File: config.mk
export PLATFORM = sky130hd
export DESIGN_NAME = gray_counter_param
export DESIGN_NICKNAME = d
export VERILOG_FILES = /design/src/rtl/gray_pkg.sv /design/src/rtl/gray_to_bin.sv /design/src/rtl/gray_counter_param.sv
export SDC_FILE = /design/constraint.sdc
export NUM_CORES = 1
export LEC_CHECK = 0
export CAP_MARGIN = 20
export CELL_PAD_IN_SITES_DETAIL_PLACEMENT = 0
export CELL_PAD_IN_SITES_GLOBAL_PLACEMENT = 2
export CORE_MARGIN = 10
export CORE_UTILIZATION = 25
export CTS_BUF_LIST = sky130_fd_sc_hd__clkbuf_16
export DETAILED_ROUTE_END_ITERATION = 10
export PLACE_DENSITY_LB_ADDON = 0.12
export REMOVE_ABC_BUFFERS = 1
export SYNTH_ARGS = -nofsm -noshare
export SYNTH_HDL_FRONTEND = slang
export SYNTH_HIERARCHICAL = 1
export SYNTH_SLANG_ARGS = --single-unit
File: constraint.sdc
create_clock -name clk -period 2.6 [get_ports clk]
set_clock_uncertainty 0.1 [all_clocks]
set_input_delay 0.78 -clock clk [delete_from_list [all_inputs] [get_ports clk]]
set_output_delay 0.78 -clock clk [all_outputs]
set_load 0.005 [all_outputs]
File: src/rtl/gray_pkg.sv
// Shared Gray/binary conversion helpers for the Gray counter and async FIFO pointer logic.
// Arguments are zero-extended to GRAY_MAX_WIDTH; callers truncate results to their own width.
package gray_pkg;

  localparam int GRAY_MAX_WIDTH = 32;

  function automatic logic [GRAY_MAX_WIDTH-1:0] bin2gray(input logic [GRAY_MAX_WIDTH-1:0] b);
    return b ^ (b >> 1);
  endfunction

  // Prefix XOR from the MSB down; zero-extended upper bits leave the low bits unaffected.
  function automatic logic [GRAY_MAX_WIDTH-1:0] gray2bin(input logic [GRAY_MAX_WIDTH-1:0] g);
    logic [GRAY_MAX_WIDTH-1:0] b;
    b[GRAY_MAX_WIDTH-1] = g[GRAY_MAX_WIDTH-1];
    for (int i = GRAY_MAX_WIDTH - 2; i >= 0; i--) begin
      b[i] = b[i+1] ^ g[i];
    end
    return b;
  endfunction

endpackage

File: src/rtl/gray_to_bin.sv
// Combinational Gray-to-binary converter, shared by the counter load path and FIFO pointer compare.
module gray_to_bin
  import gray_pkg::*;
#(
  parameter int WIDTH = 8
) (
  input  logic [WIDTH-1:0] gray,
  output logic [WIDTH-1:0] bin
);

  assign bin = WIDTH'(gray2bin(GRAY_MAX_WIDTH'(gray)));

endmodule

File: src/rtl/gray_counter_param.sv
// Parametrised up/down Gray counter with Gray-format load, wrap/saturate mode and terminal flags.
// Every output is a flop so downstream synchronisers never see decode glitches.
module gray_counter_param
  import gray_pkg::*;
#(
  parameter int          WIDTH    = 8,
  parameter int          SATURATE = 0,
  parameter int unsigned RST_VAL  = 0
) (
  input  logic             clk,
  input  logic             rst,
  input  logic             enable,
  input  logic             up,
  input  logic             load,
  input  logic [WIDTH-1:0] load_gray,
  output logic [WIDTH-1:0] gray_out,
  output logic [WIDTH-1:0] bin_out,
  output logic             at_max,
  output logic             at_min,
  output logic             wrap
);

  localparam logic [WIDTH-1:0] MAX_VAL  = {WIDTH{1'b1}};
  localparam logic [WIDTH-1:0] RST_BIN  = WIDTH'(RST_VAL);
  localparam logic [WIDTH-1:0] RST_GRAY = WIDTH'(bin2gray(GRAY_MAX_WIDTH'(RST_VAL)));
  localparam bit               SAT_EN   = (SATURATE != 0);

  logic [WIDTH-1:0] cnt;
  logic [WIDTH-1:0] cnt_next;
  logic [WIDTH-1:0] load_bin;
  logic [WIDTH:0]   inc_sum;
  logic [WIDTH:0]   dec_sum;
  logic             wrap_next;

  gray_to_bin #(.WIDTH(WIDTH)) u_load_conv (
    .gray (load_gray),
    .bin  (load_bin)
  );

  // The carry/borrow out of the extra bit doubles as the max/zero boundary detect.
  assign inc_sum = {1'b0, cnt} + {{WIDTH{1'b0}}, 1'b1};
  assign dec_sum = {1'b0, cnt} - {{WIDTH{1'b0}}, 1'b1};

  always_comb begin
    cnt_next  = cnt;
    wrap_next = 1'b0;
    if (load) begin
      cnt_next = load_bin;
    end else if (enable) begin
      if (up) begin
        if (!inc_sum[WIDTH]) begin
          cnt_next = inc_sum[WIDTH-1:0];
        end else if (!SAT_EN) begin
          cnt_next  = inc_sum[WIDTH-1:0];
          wrap_next = 1'b1;
        end
      end else begin
        if (!dec_sum[WIDTH]) begin
          cnt_next = dec_sum[WIDTH-1:0];
        end else if (!SAT_EN) begin
          cnt_next  = dec_sum[WIDTH-1:0];
          wrap_next = 1'b1;
        end
      end
    end
  end

  always_ff @(posedge clk) begin
    if (!rst) begin
      cnt      <= RST_BIN;
      gray_out <= RST_GRAY;
      at_max   <= (RST_BIN == MAX_VAL);
      at_min   <= (RST_BIN == '0);
      wrap     <= 1'b0;
    end else begin
      cnt      <= cnt_next;
      gray_out <= WIDTH'(bin2gray(GRAY_MAX_WIDTH'(cnt_next)));
      at_max   <= (cnt_next == MAX_VAL);
      at_min   <= (cnt_next == '0);
      wrap     <= wrap_next;
    end
  end

  assign bin_out = cnt;

endmodule

==> results.txt <==
largest net degree at the start of global routing: 13
Hold Buf Count CTS: 0
DR pass1 iterations: 4
CTS Buf Count: 3
CP Max Fanout: 3
Finish-stage setup viols: 0
Rows: 25
Final Util: 43.2%
Starting Density: 25.9%
vias per cell: 4.60
final-report hold violation count: 0
Leak: 0.879 nW
Setup WS post-layout: 0.111 ns
crit path time final: 2.49 ns
Startpoint Class: input pin
Post-synth EDFFs: 0
commonest non-fill, non-tap cell in the layout: buf_4
Synth cell types: 45
Synth Register Bits: 18
first-pass GRT wire length: 6530 um
Yosys warning count: 6
Root Driver: clkbuf_16
total track usage: 9.84%
Die ar.: 8130 um2
WHS Path Cells: 3
Port Buffer Count: 31
DP Worst Slack: -0.517 ns
placed cell count: 266
delay-heaviest family, CP: XOR/XNOR gates
Final Cycle Share: 95.7%
critical-path cell list: buf_8 > xnor2_4 > xnor3_2 > buf_6 > xnor2_2 > a21oi_2 > buf_4 > nand3_2 > o31ai_2 > nor3b_2
clk slew on worst S/H paths: 0.05 ns
# nets final: 228
Peak Freq: 402 MHz
worst hold path class: flip-flop to flip-flop
DRC: 0
DRT iter0 DRCs: 60
ant diodes: 0
RSZ-0062 raised after global routing: true
synthesized area per cell: 8.61 um2
post-route insts no fill: 274
WL per Instance: 14.9 um
sequential area share after synthesis: 29.3%
grt ovf: 0
most frequent cells in the layout: buf_4, clkdlybuf4s50_1, dfxtp_1
overall power: 1.24 mW
Arr. time, crit path: 2.57 ns
vias in the first global route: 1302
clk_lat worst skew: 0.25 ns
Max clock buf depth: 2
Layout fillers: 497
DRT Wirelength: 4090 um
post-route ant nets: 0
worst slew pin tran: 0.414 ns
Die W: 90.2 um
top-level I/O count: 32
Final Wtd Congestion: 0.798
Max-cap violations: 0
outcome: finished clean
post-DP HPWL: 3110 um
Post-Syn Area: 1230 um2
Setup crit end kind: flip-flop
DR vias: 1260
Stages on worst setup path: 10
initial antenna violation count: 0
Setup CP Type: input pin to flip-flop
fin. max-slew vios: 0
slew margin rel.: 72.4%
ratio of cells with drive above 1 in the final layout: 32.4%
CTS tree: yes
Synth Instances: 143
Area Overhead vs Synth: 66.9%
power per cell area: 603 nW/um2
Fin Setup TNS: 0 ns
Async SR Flop Fraction: 0%
CP required: 2.68 ns
Most used DFF post-synth: dfxtp_1
H-tree depth: 1
worst path buffer plus inverter count: 3
core box area: 4750 um2
worst vdd ir: 303 uV
worst reg2reg path depth: 6
Clock Sinks: 18
Worst path slowest cell: xnor3_2
Die Y: 90.2 um
critical path's largest stage delay: 0.43 ns
-- cell usage after synthesis, drive strengths merged, types with 3 or more instances --
cell | n | area share, %
dfxtp | 18 | 29
nand3 | 7 | 2.8
clkbuf | 5 | 1.5
or4b | 3 | 2.7
ha | 7 | 7.1
xor2 | 6 | 4.3
a21oi | 5 | 2.0
buf | 3 | 2.1
nor3b | 5 | 3.5
nor2 | 15 | 4.6
and2 | 5 | 2.5
nand4 | 4 | 2.0
nor3 | 4 | 1.6
inv | 13 | 4.0
xnor2 | 9 | 7.0
o21ai | 3 | 1.2
-- timing repair --
| action | 4_1_cts | 5_1_grt |
|---|---|---|
| endpoints found under the setup margin | 9 | 3 |
| buffers inserted | 2 | 2 |
| cloned | 0 | 0 |
| pin swaps | 7 | 13 |
| gates resized for setup | 16 | 25 |
-- logic make-up (layout without fill, tap and decap cells) --
family                     Yosys count  in the layout  synth area share [%]
muxes                                2              2                  1.63
adders and majority gates            7              7                  7.11
xor gates and xnor gates            16             16                  13.2
AOI/OAI and AO/OA                   24             24                  15.2
buffers and inverters               21             85                  7.62
and+or+nand+nor                     55             55                  25.9
DFF                                 18             18                  29.3
-- final cells by class --
type	instances	area [um2]	share of cell area, %
multi-input combinational	104	877	42.7
tap	67	83.8	4.08
sequential	18	360	17.5
clock buffer	3	75.1	3.65
inverter	13	52.6	2.56
timing repair buffer	68	602	29.3
clock inverter	1	3.75	0.183
-- routing by layer --
metal	wire, um	GRT usage (%)
met5	0	0
met2	1980	16.3
met4	42	3.58
met1	1880	11.8
met3	180	2.83
-- sequential cells by signal (all words and copies together) (netlist names) --
register  flops
gray_out      8
at_max        1
at_min        1
wrap          1
bin_out       7
-- worst paths after layout --
path | startpoint | endpoint | slack [ns]
setup / recovery | load_gray[6] | at_min | 0.11
setup reg to reg | bin_out[2] | gray_out[4] | 0.33
hold / removal | bin_out[5] | bin_out[5] | 0.61
hold reg to reg | bin_out[5] | bin_out[5] | 0.61
-- stage by stage --
step           instance area [um2]  hold WS, ns
2_1_floorplan                 1190        0.475
3_3_place_gp                  1840        0.563
3_5_place_dp                  1840        0.590
4_1_cts                       1970        0.602
5_1_grt                       2050        0.643
6_report                      2050        0.608
-- where the power goes --
part           switching [mW]  total [mW]  internal, mW
clock                   0.112       0.317         0.205
sequential             0.0387       0.360         0.321
combinational           0.235       0.562         0.327
total                   0.385        1.24         0.853
-- worst reg2reg max path, stage by stage (launching register included) --
cell      delay, ns
dfxtp_1        0.43
or4b_4         0.59
o221a_1        0.29
a221oi_2       0.28
inv_2          0.12
ha_4           0.22
and2_1         0.14
Power figures use the tool's default switching activity.
